### config.mk
export PLATFORM = sky130hd
export DESIGN_NAME = fft_mem_sequencer
export DESIGN_NICKNAME = d
export VERILOG_FILES = /design/src/rtl/fft_mem_sequencer.sv
export SDC_FILE = /design/constraint.sdc
export NUM_CORES = 1
export LEC_CHECK = 0
export ABC_AREA = 1
export BUFFER_PORTS_ARGS = -buffer_cell sky130_fd_sc_hd__buf_2
export CORE_MARGIN = 3
export CORE_UTILIZATION = 48
export DETAILED_ROUTE_END_ITERATION = 16
export PLACE_DENSITY = 0.69
export SYNTH_ARGS = -nofsm -noshare
export SYNTH_HDL_FRONTEND = slang
export SYNTH_SLANG_ARGS = --single-unit
### constraint.sdc
create_clock -name clk -period 3.8 [get_ports clk]
set_input_delay 0.57 -clock clk [delete_from_list [all_inputs] [get_ports clk]]
set_output_delay 0.57 -clock clk [all_outputs]
set_load 0.01 [all_outputs]
### src/rtl/fft_mem_sequencer.sv
// fft_mem_sequencer
//   Address/control sequencer for an in-place radix-2 DIT FFT buffer
//   (two read ports, one write port, 2^A_LEN complex words). For each
//   butterfly it drives both read addresses plus the twiddle index and
//   pulses cap. It then waits LAT cycles for the external butterfly
//   datapath and writes both results back in two cycles.
//
//   Parameters: A_LEN (address width, >= 2), LAT (datapath latency, 0..15).
//
//   Ports:
//     clk, rst_n       clock (rising edge), asynchronous active-low reset
//     start            begin a transform; only sampled while idle
//     raddr1, raddr2   read addresses for the upper and lower butterfly legs
//     cap              datapath registers rdata1/rdata2 at the end of this cycle
//     tw_idx           twiddle ROM index for the butterfly being read
//     waddr, we        write address and write strobe
//     wsrc             write-data select: 0 = out A, 1 = out B,
//                      2 = captured rdata1, 3 = captured rdata2
//     busy             high whenever the sequencer is not idle
//     done             one-cycle pulse at transform completion
//
//   Optional feature, enabled by defining FFT_SEQ_BITREV_EN:
//   an in-place bit-reversal pass runs before stage 0. Each index i with
//   i < bitrev(i) costs 3 cycles (read both, write swapped). The next
//   eligible index is found combinationally, so every skipped index costs
//   0 cycles.
//
//   All outputs are registered and describe the state being entered.
module fft_mem_sequencer #(
    parameter int unsigned A_LEN = 5,
    parameter int unsigned LAT   = 2
) (
    input  logic             clk,
    input  logic             rst_n,
    input  logic             start,
    output logic [A_LEN-1:0] raddr1,
    output logic [A_LEN-1:0] raddr2,
    output logic             cap,
    output logic [A_LEN-2:0] tw_idx,
    output logic [A_LEN-1:0] waddr,
    output logic             we,
    output logic [1:0]       wsrc,
    output logic             busy,
    output logic             done
);

    localparam int unsigned      SW     = $clog2(A_LEN);
    localparam logic [SW-1:0]    S_LAST = SW'(A_LEN - 1);
    localparam logic [A_LEN-2:0] K_LAST = '1;
    localparam logic [3:0]       W_INIT = 4'(LAT - 1);

`ifdef FFT_SEQ_BITREV_EN
    typedef enum logic [3:0] {IDLE, READ, WAIT, WR1, WR2, DONE, BREV, BW1, BW2} state_t;
`else
    typedef enum logic [2:0] {IDLE, READ, WAIT, WR1, WR2, DONE} state_t;
`endif

    state_t           state;
    logic [SW-1:0]    s;
    logic [A_LEN-2:0] k;
    logic [3:0]       wcnt;

    // Mask of the low s bits (half-1 where half = 2^s).
    function automatic logic [A_LEN-1:0] low_mask(input logic [SW-1:0] sv);
        return ~({A_LEN{1'b1}} << sv);
    endfunction

    // Upper leg: insert a zero at bit position s of k.
    function automatic logic [A_LEN-1:0] leg_a1(input logic [A_LEN-2:0] kv,
                                                input logic [SW-1:0]    sv);
        logic [A_LEN-1:0] kk;
        kk = {1'b0, kv};
        return ((kk & ~low_mask(sv)) << 1) | (kk & low_mask(sv));
    endfunction

    function automatic logic [A_LEN-2:0] twiddle(input logic [A_LEN-2:0] kv,
                                                 input logic [SW-1:0]    sv);
        logic [A_LEN-1:0] m;
        m = low_mask(sv);
        return (kv & m[A_LEN-2:0]) << (A_LEN - 1 - int'(sv));
    endfunction

    logic             k_last, s_last;
    logic [A_LEN-2:0] k_adv, adv_tw;
    logic [SW-1:0]    s_adv;
    logic [A_LEN-1:0] cur_a1, cur_a2, adv_a1, adv_a2;

    // Addresses for the current butterfly (writes) and for the one that
    // follows it (reads issued on the WR2 -> READ transition).
    always_comb begin
        k_last = (k == K_LAST);
        s_last = (s == S_LAST);
        k_adv  = k_last ? '0 : k + (A_LEN-1)'(1);
        s_adv  = k_last ? s + SW'(1) : s;
        cur_a1 = leg_a1(k, s);
        cur_a2 = cur_a1 | (A_LEN'(1) << s);
        adv_a1 = leg_a1(k_adv, s_adv);
        adv_a2 = adv_a1 | (A_LEN'(1) << s_adv);
        adv_tw = twiddle(k_adv, s_adv);
    end

`ifdef FFT_SEQ_BITREV_EN
    localparam int unsigned      N       = 1 << A_LEN;
    // bitrev(1) = N/2 > 1 for every legal A_LEN, so index 1 always swaps first.
    localparam logic [A_LEN-1:0] FIRST_I = A_LEN'(1);

    function automatic logic [A_LEN-1:0] bit_rev(input logic [A_LEN-1:0] v);
        logic [A_LEN-1:0] r;
        r = '0;
        for (int unsigned b = 0; b < A_LEN; b++) r[b] = v[A_LEN-1-b];
        return r;
    endfunction

    logic [A_LEN-1:0] bi, nxt_i, cand;
    logic             nxt_found;

    // Smallest index above bi that still needs a swap; scanned from the top
    // so the last hit is the smallest.
    always_comb begin
        nxt_found = 1'b0;
        nxt_i     = '0;
        cand      = '0;
        for (int unsigned j = 0; j < N; j++) begin
            cand = A_LEN'(N - 1 - j);
            if (cand > bi && cand < bit_rev(cand)) begin
                nxt_found = 1'b1;
                nxt_i     = cand;
            end
        end
    end
`endif

    always_ff @(posedge clk or negedge rst_n) begin
        if (!rst_n) begin
            state  <= IDLE;
            s      <= '0;
            k      <= '0;
            wcnt   <= '0;
            raddr1 <= '0;
            raddr2 <= '0;
            tw_idx <= '0;
            waddr  <= '0;
            cap    <= 1'b0;
            we     <= 1'b0;
            wsrc   <= '0;
            busy   <= 1'b0;
            done   <= 1'b0;
`ifdef FFT_SEQ_BITREV_EN
            bi     <= '0;
`endif
        end else begin
            case (state)
                IDLE: begin
                    if (start) begin
                        busy <= 1'b1;
                        s    <= '0;
                        k    <= '0;
                        cap  <= 1'b1;
`ifdef FFT_SEQ_BITREV_EN
                        state  <= BREV;
                        bi     <= FIRST_I;
                        raddr1 <= FIRST_I;
                        raddr2 <= bit_rev(FIRST_I);
`else
                        state  <= READ;
                        raddr1 <= '0;
                        raddr2 <= A_LEN'(1);
                        tw_idx <= '0;
`endif
                    end
                end
                READ: begin
                    cap <= 1'b0;
                    if (LAT > 0) begin
                        state <= WAIT;
                        wcnt  <= W_INIT;
                    end else begin
                        state <= WR1;
                        we    <= 1'b1;
                        waddr <= cur_a1;
                        wsrc  <= 2'd0;
                    end
                end
                WAIT: begin
                    if (wcnt == 4'd0) begin
                        state <= WR1;
                        we    <= 1'b1;
                        waddr <= cur_a1;
                        wsrc  <= 2'd0;
                    end else begin
                        wcnt <= wcnt - 4'd1;
                    end
                end
                WR1: begin
                    state <= WR2;
                    waddr <= cur_a2;
                    wsrc  <= 2'd1;
                end
                WR2: begin
                    we <= 1'b0;
                    if (k_last && s_last) begin
                        state <= DONE;
                        done  <= 1'b1;
                    end else begin
                        state  <= READ;
                        k      <= k_adv;
                        s      <= s_adv;
                        cap    <= 1'b1;
                        raddr1 <= adv_a1;
                        raddr2 <= adv_a2;
                        tw_idx <= adv_tw;
                    end
                end
                DONE: begin
                    state <= IDLE;
                    done  <= 1'b0;
                    busy  <= 1'b0;
                end
`ifdef FFT_SEQ_BITREV_EN
                BREV: begin
                    state <= BW1;
                    cap   <= 1'b0;
                    we    <= 1'b1;
                    waddr <= bi;
                    wsrc  <= 2'd3;
                end
                BW1: begin
                    state <= BW2;
                    waddr <= bit_rev(bi);
                    wsrc  <= 2'd2;
                end
                BW2: begin
                    we  <= 1'b0;
                    cap <= 1'b1;
                    if (nxt_found) begin
                        state  <= BREV;
                        bi     <= nxt_i;
                        raddr1 <= nxt_i;
                        raddr2 <= bit_rev(nxt_i);
                    end else begin
                        state  <= READ;
                        raddr1 <= '0;
                        raddr2 <= A_LEN'(1);
                        tw_idx <= '0;
                    end
                end
`endif
                default: state <= IDLE;
            endcase
        end
    end

endmodule

==> results by group <==
Die
  • Die width: between 70 and 80 um
  • FP Rows: 22
  • Ports: 28
  • Die height: between 70 and 80 um
  • Initial core utilization: 0.524
  • Die Area: 5020 um2
  • Core area: 3850 um2

Worst setup path
  • Worst Path Buf+Inv: 2
  • Crit-path slowest cell: dfrtp_1
  • Worst EP required: approximately 4.0 ns
  • Critical path data arrival time: about 2.5 ns
  • Worst path max stage delay: about 0.45 ns
  • Critical path cell sequence: ha_1, nand3_2, nand2_1, nand2_2, nand2_2, inv_1, ha_1, inv_1, nor2_1, nand4_1, nand2_1, nand2_1, nand2_1
  • Critical Path Sink Type: flop
  • CP Launch Type: flop
  • Kind of critical path: reg2reg
  • Crit Path Max Fanout: 6
  • CP delay by family, top: simple AND/OR/NAND/NOR gates
  • CP most frequent cell: nand2_1

Job
  • Max_cap viols: 0

Final layout
  • Synth-to-layout area growth: 12.0%
  • Share of layout cells above drive strength 1: 0.186
  • Commonest non-fill, non-tap cells in the layout: 61 x nand2_1, 38 x dfrtp_1, 36 x inv_1
  • Fillers: about 380
  • Sequential Area: approximately 950 um2
  • Antenna Diode Count: 0
  • Most common cell after layout, fill and taps aside: nand2_1
  • Area of the multi-input gates: approximately 900 um2
  • Total Nets Final: between 200 and 300

Clock network
  • Clk_lat worst skew: 0.29 ns
  • CTS Buf Count: 5
  • Clk buf depth: 2
  • Post-CTS Hold Fix Bufs: 0
  • # Post-CTS Setup Buffers: 0
  • TritonCTS clock tree: done
  • Clock root cell: clkbuf_8
  • Post-cts sizing count: 0
  • Clock tree sinks: 38
  • H-tree levels: 2
  • Register clock-pin slew on the reported worst setup and hold paths: around 0.07 ns

Timing
  • Max-slew violations: 0
  • Fin. Hold Viols: 0
  • Hold_ws: around 0.37 ns
  • Setup violators final: 0
  • RSZ-0062 raised after global routing: false
  • Final Cycle Share: 0.585
  • Slew @ Worst Pin: slightly above 0.8 ns
  • Fmax: 450 MHz
  • Final min period: between 2 and 2.5 ns
  • TNS Setup: 0 ns
  • Worst Clk Skew: about 0.0098 ns
  • Slew margin rel.: 0.461

Drt
  • Wirelength, routed: 3960 um
  • DR WL met2: 1670 um
  • Post-route DRC: 0
  • 1st-iter DRT viols: between 100 and 150
  • DR WL met3: between 150 and 200 um
  • Top Metal Used: met4
  • M1 WL: roughly 2100 um
  • Post-DRT Antenna Nets: 0
  • Vias/cell: around 5.2
  • Pre-antenna DRT Iters: 4
  • Routed wire per std cell: roughly 12 um
  • Vias: 1679

GRT
  • Largest net degree at the start of global routing: 39
  • Total gr overflow: 0
  • First-pass GRT wire length: approximately 7100 um
  • Vias in the first global route: between 1500 and 2000
  • Gr usage total: 0.175
  • Antenna violations before repair: 0

Logic synthesis
  • Avg Inst Size Synth: 8.28 um2
  • Area share of the largest cell type after synthesis: 0.471
  • Post-synthesis cell count: roughly 240
  • Synth cell types: 33
  • Register area share after synthesis: 0.471
  • Synth Net Count: 257
  • Synth Cell Area: 2020 um2
  • FF+latch count, synth: 38
  • Synth area leaders: dfrtp_1 47%, nand2_1 11%, inv_1 6.7%
  • Yosys top cell by area: dfrtp_1
  • Synth warn: 0

Run status
  • Status: finished clean

Place
  • DP HPWL: 3070 um
  • IO Port Bufs: 26
  • GPL Wtd Cong: between 0.8 and 0.9

Pwr
  • P_leak: 1.21 nW
  • Peak supply drop: 372 uV
  • Cell Pwr Density: 567 nW/um2

Hold path
  • Worst Hold Class: in2async
state kept, by name, indices dropped and copies added (netlist names), 3 cells and up:
name    cells
raddr1      5
wcnt        4
k           4
waddr       5
raddr2      5
tw_idx      4
s           3
state       3
metal layers:
metal / up-vias / global-route usage
met4: 0 / 0.0564
met2: 35 / 0.260
met5: - / 0
met1: 783 / 0.259
met3: 6 / 0.0341
li1: 855 / -
path summary, 6_finish.rpt:
| kind | startpoint | to | slack, ns | cells past startpoint |
|---|---|---|---|---|
| min in group clk | state[0] | state[0] | 0.46 | 1 |
| max reg2reg | k[0] | tw_idx[2] | 1.58 | 13 |
| max | k[0] | tw_idx[2] | 1.58 | 13 |
| min reg2reg | state[0] | state[0] | 0.46 | 1 |
| max in group asynchronous | rst_n | wcnt[1] | 2.91 | 1 |
| min | rst_n | k[2] | 0.37 | 1 |
report_power, final:
group / leakage, nW / switching [mW] / internal (mW) / total [mW]
Sequential: 0.501 / 0.0536 / 0.501 / 0.555
Combinational: 0.675 / 0.318 / 0.154 / 0.472
Clock: 0.0383 / 0.130 / 0.126 / 0.256
Total: 1.21 / 0.501 / 0.781 / 1.28
worst reg2reg max path, cell delays in order (launching register included):
cell and delay, ns:
dfrtp_1 0.45, ha_1 0.28, nand3_2 0.17, nand2_1 0.12, nand2_2 0.10, nand2_2 0.09, inv_1 0.07, ha_1 0.27
inv_1 0.03, nor2_1 0.23, nand4_1 0.17, nand2_1 0.09, nand2_1 0.05, nand2_1 0.05
final cells by class:
| type | instances | share of cell area |
|---|---|---|
| clock buffer | 7 | 0.0337 |
| inverter | 39 | 0.0653 |
| multi-input combinational | 164 | 0.397 |
| sequential | 38 | 0.420 |
| tap | 48 | 0.0265 |
| timing repair buffer | 26 | 0.0575 |
cells by family (layout without fill, tap and decap cells):
kind of cell,Yosys count,count (layout),synth area share
AND/OR/NAND/NOR,105,105,0.239
AO/OA/AOI/OAI,48,48,0.141
other,1,1,0.00186
buffers and inverters,42,72,0.0849
adder cells (fa/ha/maj),10,10,0.0620
flip-flops,38,38,0.471
cells in the mapped netlist, drive strengths merged:
| library cell | instances |
|---|---|
| a211oi | 1 |
| a21oi | 7 |
| a22oi | 2 |
| a31oi | 2 |
| a41oi | 2 |
| buf | 3 |
| clkinv | 1 |
| conb | 1 |
| dfrtp | 38 |
| ha | 10 |
| inv | 38 |
| nand2 | 69 |
| nand3 | 12 |
| nand4 | 4 |
| nor2 | 14 |
| nor3 | 4 |
| nor3b | 1 |
| o211ai | 3 |
| o21ai | 25 |
| o22ai | 5 |
| o31ai | 1 |
| or2 | 1 |
through the flow:
stage	util	setup WS (ns)	cells	power (mW)	instance area (um2)
floorplan	-	1.92	244	0.905	2020
global placement	0.567	1.62	315	1.03	2190
detailed placement	0.567	1.62	315	1.04	2190
CTS	0.587	1.59	322	1.30	2260
global route	0.587	1.40	322	1.39	2260
finish	0.587	1.58	322	1.28	2260
No activity file was read; power rests on OpenSTA's default activity.
